### src/rtl/display_pkg.sv
// Shared types and constants for the result display stage: FSM states,
// flag payload, seven-segment codes and the BCD adjust helper.
package display_pkg;

  localparam int unsigned VAL_W   = 8;
  localparam int unsigned NUM_BCD = 3;
  localparam int unsigned SHIFTS  = 8;
  localparam int unsigned BCD_W   = 4 * NUM_BCD;
  localparam int unsigned CNT_W   = 4;
  localparam int unsigned SEG_W   = 7;

  typedef enum logic [1:0] {
    IDLE,
    CONVERT,
    UPDATE
  } state_e;

  typedef struct packed {
    logic cout;
    logic overflow;
    logic zero;
  } flags_t;

  // Active-low codes, bit order {g,f,e,d,c,b,a}
  localparam logic [SEG_W-1:0] SEG_BLANK = 7'b1111111;
  localparam logic [SEG_W-1:0] SEG_MINUS = 7'b0111111;
  localparam logic [SEG_W-1:0] SEG_DIGIT [0:9] = '{
    7'b1000000, 7'b1111001, 7'b0100100, 7'b0110000, 7'b0011001,
    7'b0010010, 7'b0000010, 7'b1111000, 7'b0000000, 7'b0010000
  };

  function automatic logic [SEG_W-1:0] seg_polarity(input logic [SEG_W-1:0] seg,
                                                    input bit active_low);
    return active_low ? seg : ~seg;
  endfunction

  // Add 3 to every nibble >= 5 ahead of the double-dabble shift
  function automatic logic [BCD_W-1:0] bcd_adjust(input logic [BCD_W-1:0] bcd);
    logic [BCD_W-1:0] res;
    res = bcd;
    for (int unsigned i = 0; i < NUM_BCD; i++) begin
      if (bcd[4*i +: 4] >= 4'd5) res[4*i +: 4] = bcd[4*i +: 4] + 4'd3;
    end
    return res;
  endfunction

endpackage

### src/rtl/seg7_encode.sv
// Combinational BCD digit to seven-segment encoder with blank input.
module seg7_encode
  import display_pkg::*;
#(
  parameter bit SEG_ACTIVE_LOW = 1'b1
) (
  input  logic [3:0]       digit_i,
  input  logic             blank_i,
  output logic [SEG_W-1:0] seg_c
);

  logic [SEG_W-1:0] seg_raw;

  always_comb begin
    seg_raw = SEG_BLANK;
    if (!blank_i && (digit_i <= 4'd9)) seg_raw = SEG_DIGIT[digit_i];
    seg_c = seg_polarity(seg_raw, SEG_ACTIVE_LOW);
  end

endmodule

### src/rtl/result_display.sv
// Result display: double-dabble conversion of the calculator result onto four
// seven-segment digits plus flag LEDs. SIGNED_DISPLAY_EN enables two's complement.
module result_display
  import display_pkg::*;
#(
  parameter bit LEAD_ZERO_BLANK = 1'b1,
  parameter bit SEG_ACTIVE_LOW  = 1'b1
) (
  input  logic             clk,
  input  logic             reset,
  input  logic             load,
  input  logic [VAL_W-1:0] value,
  input  logic             zero_in,
  input  logic             overflow_in,
  input  logic             cout_in,
  output logic             busy,
  output logic [SEG_W-1:0] hex0,
  output logic [SEG_W-1:0] hex1,
  output logic [SEG_W-1:0] hex2,
  output logic [SEG_W-1:0] hex3,
  output logic [2:0]       led_flags
);

  localparam logic [SEG_W-1:0] BLANK_OUT = SEG_ACTIVE_LOW ? SEG_BLANK : ~SEG_BLANK;
  localparam logic [SEG_W-1:0] MINUS_OUT = SEG_ACTIVE_LOW ? SEG_MINUS : ~SEG_MINUS;

  state_e           state_q, state_d;
  logic [VAL_W-1:0] shreg_q, shreg_d;
  logic [BCD_W-1:0] bcd_q, bcd_d, bcd_adj;
  logic [CNT_W-1:0] cnt_q, cnt_d;
  flags_t           flags_q, flags_d;
  logic             busy_q, busy_d;
  logic [SEG_W-1:0] hex0_q, hex0_d, hex1_q, hex1_d, hex2_q, hex2_d, hex3_q, hex3_d;
  logic [2:0]       led_q, led_d;
  logic [VAL_W-1:0] mag;
  logic [SEG_W-1:0] seg0_c, seg1_c, seg2_c;
  logic             blank1, blank2;
`ifdef SIGNED_DISPLAY_EN
  logic             neg_q, neg_d;
`endif

  // Leading-zero blanking from the final BCD digits
  assign blank2 = LEAD_ZERO_BLANK && (bcd_q[11:8] == 4'd0);
  assign blank1 = blank2 && (bcd_q[7:4] == 4'd0);

  seg7_encode #(.SEG_ACTIVE_LOW(SEG_ACTIVE_LOW)) u_seg0 (
    .digit_i(bcd_q[3:0]), .blank_i(1'b0), .seg_c(seg0_c));
  seg7_encode #(.SEG_ACTIVE_LOW(SEG_ACTIVE_LOW)) u_seg1 (
    .digit_i(bcd_q[7:4]), .blank_i(blank1), .seg_c(seg1_c));
  seg7_encode #(.SEG_ACTIVE_LOW(SEG_ACTIVE_LOW)) u_seg2 (
    .digit_i(bcd_q[11:8]), .blank_i(blank2), .seg_c(seg2_c));

`ifdef SIGNED_DISPLAY_EN
  assign mag = value[VAL_W-1] ? VAL_W'(~value + VAL_W'(1)) : value;
`else
  assign mag = value;
`endif

  assign bcd_adj = bcd_adjust(bcd_q);

  // Next-state and datapath control
  always_comb begin
    state_d = state_q;
    shreg_d = shreg_q;
    bcd_d   = bcd_q;
    cnt_d   = cnt_q;
    flags_d = flags_q;
    hex0_d  = hex0_q;
    hex1_d  = hex1_q;
    hex2_d  = hex2_q;
    hex3_d  = hex3_q;
    led_d   = led_q;
`ifdef SIGNED_DISPLAY_EN
    neg_d   = neg_q;
`endif
    case (state_q)
      IDLE: begin
        if (load) begin
          shreg_d = mag;
          bcd_d   = '0;
          cnt_d   = '0;
          flags_d = '{cout: cout_in, overflow: overflow_in, zero: zero_in};
`ifdef SIGNED_DISPLAY_EN
          neg_d   = value[VAL_W-1];
`endif
          state_d = CONVERT;
        end
      end
      CONVERT: begin
        {bcd_d, shreg_d} = {bcd_adj[BCD_W-2:0], shreg_q, 1'b0};
        cnt_d = cnt_q + CNT_W'(1);
        if (cnt_q == CNT_W'(SHIFTS - 1)) state_d = UPDATE;
      end
      UPDATE: begin
        hex0_d = seg0_c;
        hex1_d = seg1_c;
        hex2_d = seg2_c;
`ifdef SIGNED_DISPLAY_EN
        hex3_d = neg_q ? MINUS_OUT : BLANK_OUT;
`else
        hex3_d = BLANK_OUT;
`endif
        led_d   = flags_q;
        state_d = IDLE;
      end
      default: state_d = IDLE;
    endcase
    busy_d = (state_d != IDLE);
  end

  always_ff @(posedge clk) begin
    if (reset) begin
      state_q <= IDLE;
      shreg_q <= '0;
      bcd_q   <= '0;
      cnt_q   <= '0;
      flags_q <= '0;
      busy_q  <= 1'b0;
      hex0_q  <= BLANK_OUT;
      hex1_q  <= BLANK_OUT;
      hex2_q  <= BLANK_OUT;
      hex3_q  <= BLANK_OUT;
      led_q   <= '0;
`ifdef SIGNED_DISPLAY_EN
      neg_q   <= 1'b0;
`endif
    end else begin
      state_q <= state_d;
      shreg_q <= shreg_d;
      bcd_q   <= bcd_d;
      cnt_q   <= cnt_d;
      flags_q <= flags_d;
      busy_q  <= busy_d;
      hex0_q  <= hex0_d;
      hex1_q  <= hex1_d;
      hex2_q  <= hex2_d;
      hex3_q  <= hex3_d;
      led_q   <= led_d;
`ifdef SIGNED_DISPLAY_EN
      neg_q   <= neg_d;
`endif
    end
  end

  assign busy      = busy_q;
  assign hex0      = hex0_q;
  assign hex1      = hex1_q;
  assign hex2      = hex2_q;
  assign hex3      = hex3_q;
  assign led_flags = led_q;

endmodule

### config.mk
export PLATFORM = sky130hd
export DESIGN_NAME = result_display
export DESIGN_NICKNAME = d
export VERILOG_FILES = /design/src/rtl/display_pkg.sv /design/src/rtl/seg7_encode.sv /design/src/rtl/result_display.sv
export SDC_FILE = /design/constraint.sdc
export NUM_CORES = 1
export LEC_CHECK = 0
export CAP_MARGIN = 20
export CORE_ASPECT_RATIO = 0.5
export CORE_MARGIN = 3
export CORE_UTILIZATION = 25
export CTS_CLUSTER_DIAMETER = 150
export CTS_CLUSTER_SIZE = 24
export DETAILED_ROUTE_END_ITERATION = 16
export HOLD_SLACK_MARGIN = 0.12
export PLACE_DENSITY = 0.56
export SETUP_SLACK_MARGIN = 0.4
export SYNTH_ARGS = -nofsm -noshare
export SYNTH_HDL_FRONTEND = slang
export SYNTH_SLANG_ARGS = --single-unit
export TNS_END_PERCENT = 100
### constraint.sdc
create_clock -name clk -period 2.4 [get_ports clk]
set_clock_uncertainty 0.15 [all_clocks]
set_input_delay 0.24 -clock clk [delete_from_list [all_inputs] [get_ports clk]]
set_output_delay 0.24 -clock clk [all_outputs]
set_load 0.05 [all_outputs]
==> implementation parameters, run 1 <==
Parameter                              Value

Outcome
  Status    complete, no violations

Floorplan
  Initial cell density of the core    approximately a quarter
  Die height    around 80 microns
  Number of placement rows    26
  I/O pin cnt    46
  Full die area    ~12000 sq um
  Horizontal die dimension    about 150 microns
  Core outline area    between 10000 and 15000 sq um

Timing
  Slew at the pin closest to its max-slew limit    0.546 ns
  Final setup violation count    0
  Max-slew violation total from the final report    0
  Final critical-path share of the clock period    about three quarters
  Final TNS setup    0 ns
  Final critical delay including setup and external delays    between 1.5 and 2 ns
  Headroom to the max-slew limit    63.4%
  Worst Hold Slack    about 0.19 ns
  Number of hold-slack violations in the final timing report    0
  Setup repair after global routing missed its margin    no
  Fmax    around 0.54 GHz

Synth
  Synth top area share    39.2%
  Combinational family with the most area after synthesis    simple AND/OR/NAND/NOR gates
  Area fraction in compound gates after synthesis    20.2%
  Fraction of the mapped netlist area in simple logic gates    around 22%
  Number of synthesized flops with an enable pin    0
  Mux contribution to synthesized area    between 2 and 3%
  Number of warnings reported in the yosys synthesis log    0
  Seq/Total Area, Yosys    about two fifths
  Number of standard cells after synthesis    around 320
  Synthesized cell area    around 2800 sq um
  Average size of a mapped cell    approximately 8.7 sq um
  Async SR Flop Fraction    0%
  Xor-xnor portion of the synthesized cell area    0.952%
  Count of distinct cell types in the synthesized netlist    47
  Synth Area in Adders    7.25%
  Largest cells by area after synthesis    dfxtp_1 39%, ha_1 7.3%, nor3_1 4.4%, nor2_1 4.2%, a21oi_1 3.4%
  Post-synthesis sequential element count    54
  Cell taking the most area after synthesis    dfxtp_1
  Top FF cell, synth    dfxtp_1

GRT
  Aggregate global-route resource usage    between 10% and 20%
  Pin count of the biggest net entering global routing    20
  Number of global-route vias before repair    2154
  Wire length of the first global-routing pass    10.8 mm
  GR Overflow Total    0
  Number of antenna violations at the first check in global routing    0

Clock tree
  Post-CTS clock slew at the launch and capture registers of the worst setup and hold paths    0.07 ns
  CTS max path bufs    2
  Clock insertion delay at the later pin of the skew report    approximately 0.29 ns
  H-Tree Level Count    2
  CTS-repair resized insts    0
  Number of buffers added for setup after CTS    0
  Clk Tree Root Cell    clkbuf_16
  Number of buffers inserted for hold repair after clock tree synthesis    0
  CTS buffer count    5
  CTS tree    done
  Clock sink count    between 50 and 60

Final layout
  Top library cells by usage in the layout, fill and taps aside    54 x dfxtp_1, 37 x clkdlybuf4s50_1, 31 x nor2_1
  End-of-flow core utilization    32.4%
  Total of fill cells in the finished design    ~1100
  Combined flip-flop and latch cell area    about 1100 sq um
  Area of the multi-input gates    roughly 1500 sq um
  Synthesis-to-layout area growth    23.0%
  Leading cell type in the layout, fill and taps excluded    dfxtp_1
  Final Instance Count excl. Fillers    around 500
  Final layout net count    about 380
  Total inserted antenna cells    0
  Ratio of cells with drive above 1 in the final layout    approximately 6.6%

Power and ir drop
  Clock network fraction of design power    between 40% and 50%
  Relative contribution of sequential cells to total power    45.4%
  Net switching power of the design    about 0.00045 W
  Leakage power figure    around 1.3 nW
  Worst vdd rail ir drop    about 290 uV
  Fraction of power spent switching nets    21.8%
  Cell area power density    603 nW/um^2
  Internal power of the cells    ~0.0016 W
  Share of power burned in combinational logic    7.5%

Critical path
  Cell family with the largest share of critical-path delay    buffers and inverters
  Stage delay of the slowest cell on the critical path    a little over 0.8 ns
  Ordered list of cells on the worst path    clkdlybuf4s50_1
  Critical path peak fanout    2
  Critical Path AT    ~1.5 ns
  Crit. End Element    output pin
  Critical path buffers and inverters    1
  Slowest cell on crit path    clkdlybuf4s50_1
  Endpoint required time on the critical path    approximately 2.0 ns
  Start-to-end type of the worst setup path    flop to output pin
  Type of origin of the critical path    flop

Routing
  Detail Route Antenna Nets    0
  Violation count after the first detailed-route iteration    roughly 150
  Post-detailed-route DRC marker count    0
  Routed wire length per instance    around 13 microns
  Via-per-instance ratio    approximately 4.6
  DR vias    ~2200
  Final Routed Wirelength    about 6 mm
  Total iterations of the first detailed-routing run    4

Place
  Dpl cells    roughly 480
  Detailed Place HPWL    around 4.4 mm
  Number of buffer cells added on primary ports    38
  Placer's final routability congestion estimate    0.797

Job
  Max-cap violations    0

Min path
  Worst hold-check path type    input port to flop
-- stage by stage --
stage                     total power [W]  worst slack [ns]  cell area, sq um
after global placement            0.00110             0.576              3200
after CTS                         0.00208             0.540              3390
after detailed placement          0.00110             0.583              3200
after floorplan                   0.00107             0.773              2780
after global routing              0.00213             0.430              3390
final                             0.00205             0.553              3390
-- kinds of logic (layout without fill, tap and decap cells) --
group	after synthesis	in the layout
AOI/OAI and AO/OA	83	83
xor gates and xnor gates	3	3
adders and majority gates	16	16
buffers and inverters	36	60
DFF	54	54
muxes	7	7
other	1	7
and+or+nand+nor	119	119
-- sequential cells by signal, indices dropped and copies added (netlist names) --
name and flops:
bcd_q 12, busy 1, cnt_q 4, flags_q 3
hex0 7, hex1 7, hex2 7, led_flags 3
shreg_q 8, state_q 2
-- metal layers --
metal | part of all wire [%] | global-route usage (%) | vias to the layer above
met5 | 0 | 0 | -
met4 | 1.4 | 3.17 | 0
met3 | 4.8 | 2.48 | 6
met2 | 41 | 16.0 | 51
met1 | 53 | 14.7 | 1018
li1 | - | - | 1151
-- area by class of cell --
cell class | count | share of cell area [%]
multi-input cells | 235 | 44.0
well taps | 140 | 5.16
clock buffers | 6 | 4.09
inverters | 9 | 0.995
flip-flops and latches | 54 | 31.8
clock inverters | 2 | 1.77
repair buffers | 43 | 12.2
-- synth_stat cells (5+ instances only) --
library cell / count
dfxtp_1: 54
nor2_1: 31
nor3_1: 24
nand2_1: 22
a21oi_1: 19
ha_1: 16
nand2b_1: 15
a31oi_1: 13
o21ai_0: 11
buf_2: 10
buf_4: 10
o22ai_1: 10
inv_1: 8
mux2i_1: 7
nor2b_1: 7
a22o_1: 6
nand3_1: 5
o21bai_1: 5
-- final timing paths --
path                      startpoint                        end  slack, ns  depth (start not counted)
max             hex1[5]$_SDFFE_PP1N_                    hex1[5]       0.55                          1
min                            reset    flags_q[1]$_SDFFE_PP0P_       0.19                          2
max reg2reg    bcd_q[4]$_SDFFE_PP0P_       hex1[3]$_SDFFE_PP1N_       0.58                          6
min reg2reg  flags_q[2]$_SDFFE_PP0P_  led_flags[2]$_SDFFE_PP0N_       0.31                          2
-- power groups by stage --
stage / clock, W / sequential, W / combinational (W)
after CTS: 0.000994 / 0.000930 / 0.000154
final: 0.000965 / 0.000930 / 0.000153
after detailed placement: 0 / 0.000950 / 0.000154
after global placement: 0 / 0.000951 / 0.000154
after floorplan: 0 / 0.000949 / 0.000121
after global routing: 0.00102 / 0.000933 / 0.000171
(Power assumes the default switching activity.)
==> inputs of run 2 (changes only) <==
clock period = 1.87 ns   (was 2.4 ns; I/O delays follow)
==> run 2 against run 1 <==
  * Critical path depth grew 5
  * Flip-flop and latch count unchanged
  * Via count grew 6.1%
  * Clock power fell by 7.3%
  * Largest cell class unchanged
==> implementation parameters, run 2 (synthesis results as in run 1) <==
Parameter                              Value

Outcome
  Status    complete, no violations

Clock tree
  Clock sink count    54 (unchanged)
  Post-CTS clock slew at the launch and capture registers of the worst setup and hold paths    0.07 ns (about the same)
  CTS max path bufs    2 (unchanged)
  H-Tree Level Count    2 (unchanged)
  Clock insertion delay at the later pin of the skew report    0.28 ns (about the same)
  CTS tree    done
  CTS buffer count    5 (unchanged)
  Clk Tree Root Cell    clkbuf_16
  Number of buffers inserted for hold repair after clock tree synthesis    0 (unchanged)

GRT
  Grt met3 use    2.21% (-0.27 points)
  Number of antenna violations at the first check in global routing    0 (unchanged)
  Pin count of the biggest net entering global routing    21 (+5.0%)
  Met2 Usage GRT    16.3% (+0.30 points)
  Most congested layer reported by global routing    met2
  Aggregate global-route resource usage    10.9% (+0.41 points)
  Number of global-route vias before repair    2243 (+4.1%)
  Met1 layer usage reported by global route    16.2% (+1.5 points)
  Wire length of the first global-routing pass    11.4 mm (+5.9%)
  GR Overflow Total    0 (unchanged)

Final layout
  Most flops, register    bcd_q
  Total inserted antenna cells    0 (unchanged)
  Final layout net count    407 (+7.7%)
  Leading cell type in the layout, fill and taps excluded    buf_4
  Top library cells by usage in the layout, fill and taps aside    49 x buf_4, 44 x dfxtp_1, 29 x nor2_1
  Synthesis-to-layout area growth    36.5%
  Number of flip-flops under the largest register name    12 (unchanged)
  Registers with the most flip-flops    bcd_q x12, shreg_q x8
  Ratio of cells with drive above 1 in the final layout    31.3% (+25 points)

Power and ir drop
  Cell area power density    612 nW/um^2 (+1.4%)
  Worst vdd rail ir drop    617 uV (+120%)
  Leakage power figure    1.43 nW (+12%)

Critical path
  Path depth of the worst reg2reg path    6 (unchanged)
  Endpoint required time on the critical path    1.94 ns (-0.07 ns)
  Critical Path AT    1.59 ns (+0.13 ns)
  Crit. End Element    flop
  Type of origin of the critical path    flop
  Critical path peak fanout    5 (+3)
  Slowest cell on crit path    o311ai_4
  Start-to-end type of the worst setup path    flop to flop
  Origin of the worst setup path    bcd_q[1]$_SDFFE_PP0P_
  Ordered list of cells on the worst path    inv_4 > ha_4 > o311ai_4 > buf_4 > a21oi_1 > o21bai_1
  Worst reg2reg path startpoint    bcd_q[1]$_SDFFE_PP0P_
  Stage delay of the slowest cell on the critical path    0.38 ns (-0.44 ns)

Timing
  Worst Hold Slack    0.139 ns (-0.0524 ns)
  Setup repair after global routing missed its margin    yes
  Final critical-path share of the clock period    approximately four fifths
  Final TNS setup    0 ns (unchanged)
  Number of hold-slack violations in the final timing report    0 (unchanged)
  Max-slew violation total from the final report    0 (unchanged)
  Final critical delay including setup and external delays    about 1.5 ns
  Fmax    about 0.66 GHz
  Final setup violation count    0 (unchanged)

Routing
  Via-per-instance ratio    4.57 (+0.32%)
  Detail Route Antenna Nets    0 (unchanged)
  Final Routed Wirelength    6.74 mm (+9.2%)
  DR vias    2361 (+6.1%)
  Violation count after the first detailed-route iteration    103 (-30%)
  Post-detailed-route DRC marker count    0 (unchanged)
  Routed wire length per instance    13.0 microns (+3.3%)
  Total iterations of the first detailed-routing run    4 (unchanged)

Floorplan
  Number of placement rows    26 (unchanged)
  Initial cell density of the core    26.3% (unchanged)
  I/O pin cnt    46 (unchanged)
  Core outline area    10500 sq um (unchanged)
  Horizontal die dimension    155 microns (unchanged)
  Full die area    12400 sq um (unchanged)
  Die height    80.3 microns (unchanged)

Min path
  Number of cells on the worst hold path    2 (unchanged)
  Worst hold-check path type    input port to flop
  Worst Min Path Start    reset

Place
  Number of buffer cells added on primary ports    38 (unchanged)
  Placer's final routability congestion estimate    0.759 (-4.8%)
  Detailed Place HPWL    4.67 mm (+6.8%)

Job
  Max-cap violations    0 (unchanged)
-- run 2: changes by cell type in the layout (fill, tap and decap cells not counted), sizes merged --
cell,before,now
buf,6,52
clkdlybuf4s15,0,1
clkbuf,6,12
clkinvlp,0,2
bufinv,2,0
clkdlybuf4s50,37,12
-- run 2: worst paths after layout --
kind	end	slack (ns)
worst max-delay path	hex0[2]$_SDFFE_PP1N_	0.35
worst min-delay path	bcd_q[8]$_SDFFE_PP0P_	0.14
worst max register to register	hex0[2]$_SDFFE_PP1N_	0.35
worst min register to register	led_flags[0]$_SDFFE_PP0N_	0.31
-- run 2: what timing repair did --
item	CTS	global route
cloned	0	0
endpoints found under the hold margin	0	0
pin swaps	17	27
setup buffers	9	12
resized for setup	49	35
endpoints found under the setup margin	54	50
-- run 2: layer usage --
metal | part of all wire (%) | vias to the layer above
met5 | 0 | -
met4 | 0.50 | 0
met3 | 2.5 | 2
met2 | 43 | 32
met1 | 54 | 1108
li1 | - | 1219
-- run 2: report_power, final --
group	switching [W]	internal, W
registers	0.0000202	0.00117
clock network	0.000406	0.000489
logic	0.000129	0.0000928
total	0.000555	0.00175
-- run 2: stage by stage --
stage               instances  utilization, %  power [W]  area (sq um)  worst slack (ns)
floorplan                 325               -    0.00137          2820             0.404
global placement          489            31.0    0.00142          3250             0.189
detailed placement        489            31.0    0.00143          3250             0.166
CTS                       505            34.3    0.00233          3590             0.358
global route              517            36.0    0.00242          3770             0.280
finish                    517            36.0    0.00230          3770             0.348
-- run 2: worst max-delay path, delay by kind of cell (launching register included) --
family	cells	cell delay [ns]
adders and majority gates	1	0.17
buffers and inverters	2	0.25
AOI/OAI and AO/OA	3	0.52
DFF	1	0.37
-- run 2: layout make-up --
class,count,area (sq um)
Multi-Input combinational cell,235,1730
Fill cell,1070,6710
Clock buffer,5,125
Tap cell,140,175
Timing Repair Buffer,72,561
Sequential cell,54,1110
Clock inverter,2,15.0
Inverter,9,53.8
